## src/rtl/mips_hazard_unit.sv

```systemverilog
// Hazard/forwarding controller for the 5-stage MIPS pipeline: shadow tag pipeline, operand
// forwarding, load-use stall and branch flush. Optional perf counters under MIPS_HZD_PERF_EN.
module mips_hazard_unit #(
  parameter int REG_ADDR_W     = 5,
  parameter int RF_WRITE_FIRST = 1,
  parameter int CNT_W          = 16
) (
  input  logic                  clk,
  input  logic                  reset,
  input  logic                  id_valid,
  input  logic [REG_ADDR_W-1:0] id_rs,
  input  logic [REG_ADDR_W-1:0] id_rt,
  input  logic                  id_uses_rs,
  input  logic                  id_uses_rt,
  input  logic                  id_wr_en,
  input  logic [REG_ADDR_W-1:0] id_wr_addr,
  input  logic                  id_mem_rd,
  input  logic                  ex_branch_taken,
  output logic [1:0]            fwd_a_sel,
  output logic [1:0]            fwd_b_sel,
  output logic                  id_fwd_a,
  output logic                  id_fwd_b,
  output logic                  stall_if_id,
  output logic                  flush_if_id,
  output logic                  flush_id_ex,
  output logic [CNT_W-1:0]      stall_cnt,
  output logic [CNT_W-1:0]      flush_cnt
);

  typedef struct packed {
    logic                  valid;
    logic                  wr_en;
    logic                  mem_rd;
    logic [REG_ADDR_W-1:0] wr_addr;
  } tag_t;

  tag_t                  ex_q, mem_q, wb_q;
  logic [REG_ADDR_W-1:0] ex_rs_q, ex_rt_q;
  logic                  rs_used, rt_used, load_use;

  function automatic logic hit(input tag_t s, input logic [REG_ADDR_W-1:0] src);
    return s.valid && s.wr_en && (s.wr_addr != '0) && (s.wr_addr == src);
  endfunction

  assign rs_used  = id_valid && id_uses_rs;
  assign rt_used  = id_valid && id_uses_rt;
  assign load_use = ex_q.mem_rd &&
                    ((rs_used && hit(ex_q, id_rs)) || (rt_used && hit(ex_q, id_rt)));

  always_comb begin
    fwd_a_sel   = 2'b00;
    fwd_b_sel   = 2'b00;
    id_fwd_a    = 1'b0;
    id_fwd_b    = 1'b0;
    stall_if_id = 1'b0;
    flush_if_id = 1'b0;
    flush_id_ex = 1'b0;
    if (!reset) begin
      if (ex_q.valid) begin
        if (hit(mem_q, ex_rs_q))      fwd_a_sel = 2'b10;
        else if (hit(wb_q, ex_rs_q))  fwd_a_sel = 2'b01;
        if (hit(mem_q, ex_rt_q))      fwd_b_sel = 2'b10;
        else if (hit(wb_q, ex_rt_q))  fwd_b_sel = 2'b01;
      end
      // A taken branch discards the ID instruction, so any load-use stall on it is moot.
      if (ex_branch_taken) begin
        flush_if_id = 1'b1;
        flush_id_ex = 1'b1;
      end else if (load_use) begin
        stall_if_id = 1'b1;
        flush_id_ex = 1'b1;
      end
      if (RF_WRITE_FIRST == 0) begin
        id_fwd_a = rs_used && hit(wb_q, id_rs) && !hit(mem_q, id_rs) && !hit(ex_q, id_rs);
        id_fwd_b = rt_used && hit(wb_q, id_rt) && !hit(mem_q, id_rt) && !hit(ex_q, id_rt);
      end
    end
  end

  // Unused sources are stored as $0 so they can never produce a forwarding match.
  always_ff @(posedge clk or posedge reset) begin
    if (reset) begin
      ex_q    <= '0;
      mem_q   <= '0;
      wb_q    <= '0;
      ex_rs_q <= '0;
      ex_rt_q <= '0;
    end else begin
      mem_q <= ex_q;
      wb_q  <= mem_q;
      if (id_valid && !flush_id_ex) begin
        ex_q    <= '{valid: 1'b1, wr_en: id_wr_en, mem_rd: id_mem_rd, wr_addr: id_wr_addr};
        ex_rs_q <= id_uses_rs ? id_rs : '0;
        ex_rt_q <= id_uses_rt ? id_rt : '0;
      end else begin
        ex_q    <= '0;
        ex_rs_q <= '0;
        ex_rt_q <= '0;
      end
    end
  end

`ifdef MIPS_HZD_PERF_EN
  logic [CNT_W-1:0] stall_cnt_q, flush_cnt_q;

  always_ff @(posedge clk or posedge reset) begin
    if (reset) begin
      stall_cnt_q <= '0;
      flush_cnt_q <= '0;
    end else begin
      if (stall_if_id && (stall_cnt_q != '1))
        stall_cnt_q <= stall_cnt_q + CNT_W'(1);
      if (ex_branch_taken && (flush_cnt_q != '1))
        flush_cnt_q <= flush_cnt_q + CNT_W'(1);
    end
  end

  assign stall_cnt = stall_cnt_q;
  assign flush_cnt = flush_cnt_q;
`else
  assign stall_cnt = '0;
  assign flush_cnt = '0;
`endif

endmodule
```

## config.mk

```make
export PLATFORM = sky130hd
export DESIGN_NAME = mips_hazard_unit
export DESIGN_NICKNAME = d
export VERILOG_FILES = /design/src/rtl/mips_hazard_unit.sv
export SDC_FILE = /design/constraint.sdc
export NUM_CORES = 1
export LEC_CHECK = 0
export CAP_MARGIN = 0
export CORE_UTILIZATION = 48
export DETAILED_ROUTE_END_ITERATION = 10
export PLACE_DENSITY = 0.85
export SLEW_MARGIN = 20
export SYNTH_ARGS = -nofsm -noshare
export SYNTH_HDL_FRONTEND = slang
export SYNTH_SLANG_ARGS = --single-unit
```

## constraint.sdc

```tcl
create_clock -name clk -period 5.81 [get_ports clk]
set_input_delay 1.4525 -clock clk [delete_from_list [all_inputs] [get_ports clk]]
set_output_delay 1.4525 -clock clk [all_outputs]
set_load 0.02 [all_outputs]
```

# == Word-level counts from Yosys, hierarchy flattened ==
# Cells that the tools add are included.
# classes
add_sub_neg,0
multipliers,0
div_mod_pow,0
n_lt_le_gt_ge,0
eq_ne,6
shift,0
n_mux,20
n_bitwise,0
reduce_logical,23
# ops
cell,n
5-bit == test,6
5-bit two-way mux,4
1-bit logical AND,18
5-bit nonzero test,3
2-bit two-way mux,6
1-bit two-way mux,9
8-bit two-way mux,1
1-bit zero test,1
1-bit logical OR,1
# totals
regBits,32
latchBits,0
ram_bits,0
rom_bits,0
inputBits,23
out_inout_bits,41
wordCells,61
memories,0

# == Depth between registers and ports, before layout ==
# depth
word_depth,12
depth_mapped,5
ltp_nobuf,4

# == Worst setup path after synthesis ==
# OpenSTA, ideal clock, no wires.
# synth_timing
path_kind,input to output
startpoint,input reset
endpoint,output fwd_a_sel[0]
arrival_ns,2.938
required_time_ns,4.358
setup_slack_ns,1.420
stages,4
path_buffers,0
path_cell_list,and2b_2 o2111ai_1 or4_1 nor4_1
# synth_between
elab_chain_cells,1
# synth_lines
element,line_no,rtl
"start, declared",9,"input logic reset,"
2-bit two-way mux,58,if (!reset) begin
"end, declared",19,"output logic [1:0] fwd_a_sel,"
# No other way between the ends.

# == Worst setup path after layout ==
# Same ends and word-level chain as after synthesis.

==> results.md <==
- Outcome: finished clean
- # fillers: 325
- ANT nets after route: 0
- # IOs: 64
- Final Setup Violations: 0
- Root Buffer: clkbuf_8
- Layout Skew: 0.00422 ns
- Required time of the critical path: approximately 4.4 ns
- Post-synth EDFFs: 0
- Synth area leader: dfrtp_1
- Peak Freq: 195 MHz
- Switching power: 0.132 mW
- TritonCTS clock tree: yes
- CTS resizes: 0
- CTS buffer count: 5
- Cell area after synthesis: between 1500 and 2000 um^2
- Post-Synthesis Cells: 169
- Worst slew margin: 37.7%
- Seq/Total Area, Yosys: between 40 and 50%
- Post-layout util: 59.7%
- Slew of the pin with the lowest slew margin: 0.935 ns
- R2R cell count: 3
- Clock Power Share: 36.1%
- Max Buffers Root-to-Sink: 2
- Vias in the first global route: 1093
- # DRC: 0
- Min-delay worst type: flip-flop to flip-flop
- Placed cell count: 238
- Synth unique cells: 31
- Crit start category: primary input
- Layout Nets: ~220
- Design Area, Final: 2060 um^2
- Clk sinks: 32
- P_leak: 0.947 nW
- Full die area: 3970 um^2
- Die width: 63.0 um
- Maximum number of pins on one net before global-route repair: 33
- First-pass GRT wire length: 4.84 mm
- CP Max Fanout: 5
- Post-CTS setup buffer count: 0
- H-tree Lvls: 2
- Asr flop ratio synth: 100%
- Final Slew Violations: 0
- Post-synthesis xor/xnor area fraction: around 15%
- Total GRT Usage: between 10% and 20%
- Worst R2R Start: ex_q[1]
- # hold bufs at CTS: 0
- Worst hold start: mem_q[7]
- PnR worst setup slack: 0.688 ns
- Synth Area in Simple Gates: between 10% and 20%
- Top cell type's share of synthesized area: 44.8%
- PD cells: 245 nW/um^2
- Share of cells above drive strength 1: 10.6%
- GP Congestion: 0.780
- Layout Area Growth over Synthesis: 15.1%
- Clk_lat worst skew: just under 0.3 ns
- Peak supply drop: approximately 0.18 mV
- Area contributors post-synth: dfrtp_1, buf_4, xnor2_1, xor2_1, a21oi_2
- Min cycle time layout: 5.12 ns
- Crit-path slowest cell: clkdlybuf4s50_1
- Antenna cells: 0
- Total wire length: roughly 2.9 mm
- Hold depth: 0
- Final hold viol count: 0
- Compound-Gate Fraction of Synth Area: 11.0%
- Crit path from: reset
- Max-Cap Viols: 0
- Largest family of logic cells by synthesized area: buffers and inverters
- Most frequent CP cell: clkdlybuf4s50_1
- Worst setup EP type: primary output
- Mux cell area share after synthesis: 0%
- Combinational share of power: 15.4%
- Syn Area/Cell: 10.6 um^2
- Total number of vias: 1149
- Drt first pass iters: 2
- Detailed Route Iter0 Violations: 7
- Fin crit share: between 80% and 90%
- Most frequent cell after synthesis: buf_4
- Initial Util: 51.9%
- Synth cell count leaders: buf_4, dfrtp_1, xnor2_1
- Synthesized-area fraction occupied by adder cells: 0%
- Vias per cell: 4.69
- Synth warn: 0
- Setup TNS: 0 ns
- Worst-path clk slew: 0.06 ns
- Drt wl/cell: 11.9 um
- Setup WS pre-CTS: 0.728 ns
- Int Pwr: 0.371 mW
- WS Path Type: primary input to primary output
- Placeable Area: 3440 um^2
- DPL Wire Length: approximately 2.3 mm
- Layout Cells excl Fill: 245
- Crit path arrival time: 3.67 ns
- Grt total ovfl: 0
- Initial antenna violation count: 0
- Die Y: 63.0 um
- FF+latch count, synth: 32
- Reg2reg end: ex_rt_q[2]
- CP Cell Sequence: clkdlybuf4s50_1, and2b_2, o2111ai_1, or4_1, nor4_1, clkdlybuf4s50_1
- Row count: 21
- Top_reg_cell synth: dfrtp_1
- Port Buffers: 29
- CP max stage delay: 0.65 ns
- R2R setup slack: about 4 ns
- WHS Endpoint: wb_q[7]
- RSZ-0062 raised after global routing: false
- Switching fraction of total power: 26.3%
- Flop pwr share: 48.5%
- Post-placement cell area: ~2000 um^2
critical path: cells and delay by family:
kind,cells,cell delay (ns)
AO/OA/AOI/OAI,1,0.13
AND/OR/NAND/NOR,3,1.00
buffers and inverters,2,1.09
layer usage:
metal  vias up  wire length [um]  track usage [%]
met3         7               161             6.39
met5         -                 0                0
met4         0                70             9.59
li1        566                 -                -
met2        44              1510             28.4
met1       532              1180             17.8
power by group through the flow:
stage	logic [mW]	clock network (mW)	registers, mW
floorplan	0.0712	0	0.246
global placement	0.0763	0	0.248
detailed placement	0.0780	0	0.248
CTS	0.0781	0.188	0.244
global route	0.0849	0.198	0.245
finish	0.0775	0.182	0.244
how the worst max path moves through the flow:
stage                         endpoint  slack, ns  cells past startpoint
after detailed placement  fwd_a_sel[0]       0.73                      6
after global routing      fwd_a_sel[0]       0.57                      6
after CTS                 fwd_a_sel[0]       0.73                      6
after floorplan           fwd_a_sel[0]       1.42                      4
final                     fwd_a_sel[0]       0.69                      6
after global placement    fwd_a_sel[0]       0.74                      6
flip-flops by register name, summed over array words and instances, names as in the netlist:
name     cells
ex_rt_q      5
ex_q         8
wb_q         7
mem_q        7
ex_rs_q      5
area by class of cell:
type	count	area, um^2	share of cell area (%)
inverters	2	7.51	0.365
repair buffers	29	290	14.1
well taps	46	57.6	2.80
clock buffers	7	96.3	4.69
multi-input cells	129	803	39.1
flip-flops and latches	32	801	39.0
kinds of logic (layout without fill, tap and decap cells):
kind of cell    after synthesis  after routing
buf+inv                      41             38
compound gates               26             26
flops                        32             32
other cells                   1             34
simple gates                 39             39
xor+xnor                     30             30
metrics by stage:
step	power [mW]	hold WS [ns]
after CTS	0.510	0.376
after detailed placement	0.326	0.360
after global routing	0.528	0.392
final	0.503	0.376
after global placement	0.324	0.358
after floorplan	0.317	0.348
cell usage in the layout, fill, tap and decap left out, drive strengths merged, types with 3 or more instances in the layout:
cell type,Yosys,layout
conb,1,34
dfrtp,32,32
clkdlybuf4s50,0,29
xnor2,18,18
a21oi,18,18
xor2,12,12
nand3,11,11
nand2,11,11
clkbuf,2,7
or4,5,5
nor4,3,3
(Power assumes the default switching activity.)
